==> src/rtl/pwm_capture.sv <==
// rtl/pwm_capture.sv - PWM high-time / period capture with APB register access
module pwm_capture #(
    parameter int W_DIV = 8,
    parameter int W_CTR = 16
) (
    input  logic        clk,
    input  logic        rst,
    input  logic        apbs_psel,
    input  logic        apbs_penable,
    input  logic        apbs_pwrite,
    input  logic [15:0] apbs_paddr,
    input  logic [31:0] apbs_pwdata,
    output logic [31:0] apbs_prdata,
    output logic        apbs_pready,
    output logic        apbs_pslverr,
    input  logic        padin,
    output logic        irq
);

    localparam logic [W_DIV-1:0] DIV_ONE  = W_DIV'(1);
    localparam logic [W_CTR-1:0] CTR_ONE  = W_CTR'(1);
    localparam logic [W_CTR-1:0] CTR_ZERO = '0;

    // Register file
    logic             en;
    logic             inv;
    logic             irq_en;
    logic             valid;
    logic             ovf;
    logic [W_DIV-1:0] div_reg;
    logic [W_CTR-1:0] high_reg;
    logic [W_CTR-1:0] period_reg;

    // Measurement state
    logic             sync1;
    logic             sync2;
    logic             lvl_prev;
    logic             armed;
    logic [W_DIV-1:0] presc;
    logic [W_CTR-1:0] high_cnt;
    logic [W_CTR-1:0] period_cnt;

    // Combinational helpers
    logic             lvl;
    logic             rise;
    logic             tick;
    logic             arm_evt;
    logic             cap_evt;
    logic             high_inc;
    logic             high_full;
    logic             period_full;
    logic             ovf_evt;
    logic [W_CTR-1:0] high_next;
    logic [W_CTR-1:0] period_next;
    logic             mapped;
    logic             wr_en;
    logic             wr_csr;
    logic             wr_div;

    assign lvl  = sync2 ^ inv;
    assign rise = lvl & ~lvl_prev;
    assign tick = en && (presc == DIV_ONE);

    assign arm_evt = en & rise & ~armed;
    assign cap_evt = en & rise & armed;

    // Counter values including this cycle's tick; a capture samples these so the
    // capture cycle itself is part of the measured period.
    assign high_inc    = tick & lvl;
    assign high_full   = &high_cnt;
    assign period_full = &period_cnt;
    assign high_next   = (high_inc && !high_full) ? high_cnt + CTR_ONE : high_cnt;
    assign period_next = (tick && !period_full) ? period_cnt + CTR_ONE : period_cnt;

    // An arming rise discards the tick, so only non-arming ticks can overflow.
    assign ovf_evt = ~arm_evt & ((high_inc & high_full) | (tick & period_full));

    assign mapped = (apbs_paddr[15:4] == 12'h000);
    assign wr_en  = apbs_psel & apbs_penable & apbs_pwrite & mapped;
    assign wr_csr = wr_en && (apbs_paddr[3:2] == 2'd0);
    assign wr_div = wr_en && (apbs_paddr[3:2] == 2'd1);

    assign apbs_pready  = 1'b1;
    assign apbs_pslverr = 1'b0;
    assign irq          = valid & irq_en;

    // Pad resynchroniser and edge-detect history; runs regardless of EN.
    always_ff @(posedge clk or posedge rst) begin
        if (rst) begin
            sync1    <= 1'b0;
            sync2    <= 1'b0;
            lvl_prev <= 1'b0;
        end else begin
            sync1    <= padin;
            sync2    <= sync1;
            lvl_prev <= lvl;
        end
    end

    // Prescaler, running counters and arm flag; all idle while disabled.
    always_ff @(posedge clk or posedge rst) begin
        if (rst) begin
            presc      <= DIV_ONE;
            high_cnt   <= CTR_ZERO;
            period_cnt <= CTR_ZERO;
            armed      <= 1'b0;
        end else if (!en) begin
            presc      <= DIV_ONE;
            high_cnt   <= CTR_ZERO;
            period_cnt <= CTR_ZERO;
            armed      <= 1'b0;
        end else if (rise) begin
            presc      <= div_reg;
            high_cnt   <= CTR_ZERO;
            period_cnt <= CTR_ZERO;
            armed      <= 1'b1;
        end else begin
            presc      <= tick ? div_reg : presc - DIV_ONE;
            high_cnt   <= high_next;
            period_cnt <= period_next;
        end
    end

    // Captured results, overwritten on every capture.
    always_ff @(posedge clk or posedge rst) begin
        if (rst) begin
            high_reg   <= CTR_ZERO;
            period_reg <= CTR_ZERO;
        end else if (cap_evt) begin
            high_reg   <= high_next;
            period_reg <= period_next;
        end
    end

    // Control bits and DIV from software writes.
    always_ff @(posedge clk or posedge rst) begin
        if (rst) begin
            en      <= 1'b0;
            inv     <= 1'b0;
            irq_en  <= 1'b0;
            div_reg <= DIV_ONE;
        end else begin
            if (wr_csr) begin
                en     <= apbs_pwdata[0];
                inv    <= apbs_pwdata[1];
                irq_en <= apbs_pwdata[2];
            end
            if (wr_div) begin
                div_reg <= apbs_pwdata[W_DIV-1:0];
            end
        end
    end

    // Sticky status flags; a hardware set wins over a same-cycle W1C.
    always_ff @(posedge clk or posedge rst) begin
        if (rst) begin
            valid <= 1'b0;
            ovf   <= 1'b0;
        end else begin
            if (cap_evt) begin
                valid <= 1'b1;
            end else if (wr_csr && apbs_pwdata[8]) begin
                valid <= 1'b0;
            end
            if (ovf_evt) begin
                ovf <= 1'b1;
            end else if (wr_csr && apbs_pwdata[9]) begin
                ovf <= 1'b0;
            end
        end
    end

    // Read mux; anything outside the four-word window reads zero.
    always_comb begin
        apbs_prdata = 32'h0;
        if (mapped) begin
            case (apbs_paddr[3:2])
                2'd0:    apbs_prdata = {22'h0, ovf, valid, 5'h0, irq_en, inv, en};
                2'd1:    apbs_prdata = {{(32-W_DIV){1'b0}}, div_reg};
                2'd2:    apbs_prdata = {{(32-W_CTR){1'b0}}, high_reg};
                default: apbs_prdata = {{(32-W_CTR){1'b0}}, period_reg};
            endcase
        end
    end

endmodule

==> config.mk <==
export PLATFORM = sky130hd
export DESIGN_NAME = pwm_capture
export DESIGN_NICKNAME = d
export VERILOG_FILES = /design/src/rtl/pwm_capture.sv
export SDC_FILE = /design/constraint.sdc
export NUM_CORES = 1
export LEC_CHECK = 0
export BUFFER_PORTS_ARGS = -buffer_cell sky130_fd_sc_hd__buf_2
export CAP_MARGIN = 5
export CORE_MARGIN = 5
export CORE_UTILIZATION = 59
export CTS_BUF_LIST = sky130_fd_sc_hd__clkbuf_16
export DETAILED_ROUTE_END_ITERATION = 8
export GPL_ROUTABILITY_DRIVEN = 0
export PLACE_DENSITY = 0.85
export SETUP_SLACK_MARGIN = 0.02
export SYNTH_ARGS = -nofsm -noshare
export SYNTH_HDL_FRONTEND = slang
export SYNTH_SLANG_ARGS = --single-unit
==> constraint.sdc <==
create_clock -name clk -period 5.5 [get_ports clk]
set_input_delay 1.1 -clock clk [delete_from_list [all_inputs] [get_ports clk]]
set_output_delay 1.1 -clock clk [all_outputs]
set_load 0.005 [all_outputs]
==> flow_summary.toml <==
[layout]
fillers = 526
final_nets = 546
area_growth_pct = 11.8
insertedDiodeCount = 0
drive_gt1_share_pct = 20.1

[timing]
post-route-period-util_pct = 65.8
worst_pin_slew_ns = 0.988
setup_violations = 0
hold_viol = 0
timing.setup.tns_ns = 0
max_slew_margin_pct = 33.5
period_needed_ns = 3.62
drv_slew = 0
finClkSkew_ns = 0.00600
fmax_mhz = 276
rsz0062_at_grt = "no"

[floorplan]
die_w_um = 97.3
rows = 31
io_pins = 89
initial_utilization_pct = 61.3
core_mm2 = 0.00733
die-area_mm2 = 0.00947
die_y_um = 97.3

[synthesis]
yosys.area.top_type = "dfrtp_1"
synth_edf_count = 0
synth_top_cell_area_share_pct = 48.4
synthArstFlopShare_pct = 100
avgSynthCellArea_um2 = 10.1
yosys.cell_types.count = 50
syn_area_mm2 = 0.00450
synthFlopType = "dfrtp_1"
synth_area_leaders = "dfrtp_1, xnor2_1, mux2_2, nor2_1, nand2_1"
ys_seq_area_share_pct = 49.6
synth_warnings = 0
syn-instance-count = 446
synth-seq-cells = 89

[routing]
ant_nets = 0
routed_wirelength_mm = 10.4
avgRoutedWirePerCell_um = 17.6
vias = 3472
drc_errors = 0
first_pass_iters = 4
vias_per_cell = 5.86
drt-initial-drc-count = 233

[cts]
cts_buffers = 9
cts_resized = 0
path_clk_slew_ns = 0.06
cts_max_path_buffers = 2
cts.sinks = 89
insertion_delay_ns = 0.34
post_cts.repair.setup_buffers = 0
cts_tree = "built"
cts_hold_buffers = 0
cts_root_buf = "clkbuf_16"
htree_levels = 3

[worst_setup_path]
endpoint_kind = "output port"
path_class = "in -> out"
reg2regPathDepth = 5
cp-start-kind = "input pin"
crit_fanout = 12
required_ns = 4.40
cp.arrival_ns = 2.52

[pwr]
p_total_mw = 1.26
pwr_density_cell_mw_per_mm2 = 251
ir_drop_v = 0.000207
p_leak_nw = 2.24

[placed_design]
detailed_place_hpwl_mm = 7.31
port_buffers = 46

[global_route]
grt_max_degree = 57
grt_pass1_wl_mm = 17.5
gr-total-overflow = 0
antenna_found_initial = 0
grt_pass1_vias = 3600
grt_usage_pct = 22.6

[worst_hold_path]
hold_class = "reg -> reg"
hold_depth = 0

[outcome]
status = "finished, final reports clean"

[run]
cap_violations = 0
## area by class of cell
cell class,instances,area (um^2),share of cell area [%]
flip-flops and latches,89,2230,44.4
clock buffers,9,225,4.48
well taps,99,124,2.46
repair buffers,51,268,5.33
inverters,10,38.8,0.772
clock inverters,7,45.0,0.896
multi-input cells,327,2100,41.7
## report_power, final
group,internal [mW],total [mW],switching [mW]
clock,0.306,0.562,0.256
combinational,0.0129,0.0427,0.0297
sequential,0.656,0.656,0.000756
## through the flow
stage                     hold WS, ns  std cells  cell area, um^2  util, %  setup WS [ns]
after floorplan                 0.331        462             4560        -           1.96
after global placement          0.335        574             4740     64.7           2.02
after detailed placement        0.344        574             4740     64.7           1.93
after CTS                       0.359        590             5010     68.4           1.93
after global routing            0.379        592             5030     68.6           1.62
final                           0.358        592             5030     68.6           1.88
## worst paths after layout
kind                            startpoint                         end  slack [ns]
max in group asynchronous              rst      high_cnt[11]$_DFF_PP0_        3.60
max                          apbs_paddr[6]              apbs_prdata[8]        1.88
max reg2reg                 en$_DFFE_PP0N_  period_reg[15]$_DFFE_PP0P_        2.99
min in group asynchronous              rst             sync2$_DFF_PP0_        0.80
min reg2reg                sync1$_DFF_PP0_             sync2$_DFF_PP0_        0.36
min                        sync1$_DFF_PP0_             sync2$_DFF_PP0_        0.36
## routing by layer
layer  vias up  part of all wire (%)  routed length (um)  global-route usage (%)
met5         -                     0                   0                       0
met4         0                   1.6                 164                    8.52
met3        14                   5.6                 583                    3.73
met2       110                    51                5320                    38.7
met1      1725                    42                4360                    28.7
li1       1623                     -                   -                       -
## logic make-up after synthesis
family	share of synthesized area, %
simple gates	19.5
flops	49.6
compound gates	10.1
buf+inv	5.34
xor+xnor	6.43
mux	7.79
fa+ha+maj	1.11
other cells	0.167
## cell usage after synthesis, types with 2 or more instances
| library cell | instances |
|---|---|
| a2111oi_0 | 2 |
| a211oi_1 | 5 |
| a21o_1 | 2 |
| a21oi_1 | 6 |
| a22oi_1 | 8 |
| a31oi_1 | 3 |
| and2_1 | 2 |
| and3_1 | 2 |
| and4_1 | 4 |
| buf_4 | 18 |
| clkbuf_1 | 17 |
| conb_1 | 2 |
| dfrtp_1 | 87 |
| dfstp_2 | 2 |
| ha_1 | 4 |
| inv_1 | 10 |
| mux2_2 | 18 |
| mux2i_1 | 8 |
| mux4_2 | 3 |
| nand2_1 | 48 |
| nand3_1 | 12 |
| nand4_1 | 11 |
| nor2_1 | 53 |
| nor2b_1 | 4 |
| nor3_1 | 7 |
| nor3b_1 | 3 |
| nor4_1 | 8 |
| nor4b_1 | 4 |
| o211a_1 | 7 |
| o21ai_0 | 33 |
| or3_1 | 3 |
| xnor2_1 | 30 |
| xor2_1 | 3 |
## cells in the final DEF (no fill, tap or decap), types with 3 or more instances in the layout
master	synthesis	routed
dfrtp_1	87	87
clkbuf_16	0	9
a21oi_1	6	6
conb_1	2	18
mux4_2	3	3
and4_1	4	4
or3_1	3	3
nand4_1	11	11
clkinv_2	0	4
a22oi_1	8	8
o211a_1	7	7
inv_1	10	9
buf_2	0	46
nand2_1	48	48
a31oi_1	3	3
nor4_1	8	7
nor2_1	53	53
mux2_2	18	18
nand3_1	12	12
buf_4	18	5
nor4b_1	4	4
a211oi_1	5	5
nor3b_1	3	3
xnor2_1	30	30
xor2_1	3	3
nor2b_1	4	4
mux2i_1	8	8
o21ai_0	33	33
nor3_1	7	7
ha_1	4	4
## worst max-delay path, stage by stage
cell,delay [ns]
buf_2,0.09
nor4_1,0.41
nand3_1,0.48
nor2_1,0.28
buf_2,0.15
(Power assumes the default switching activity.)
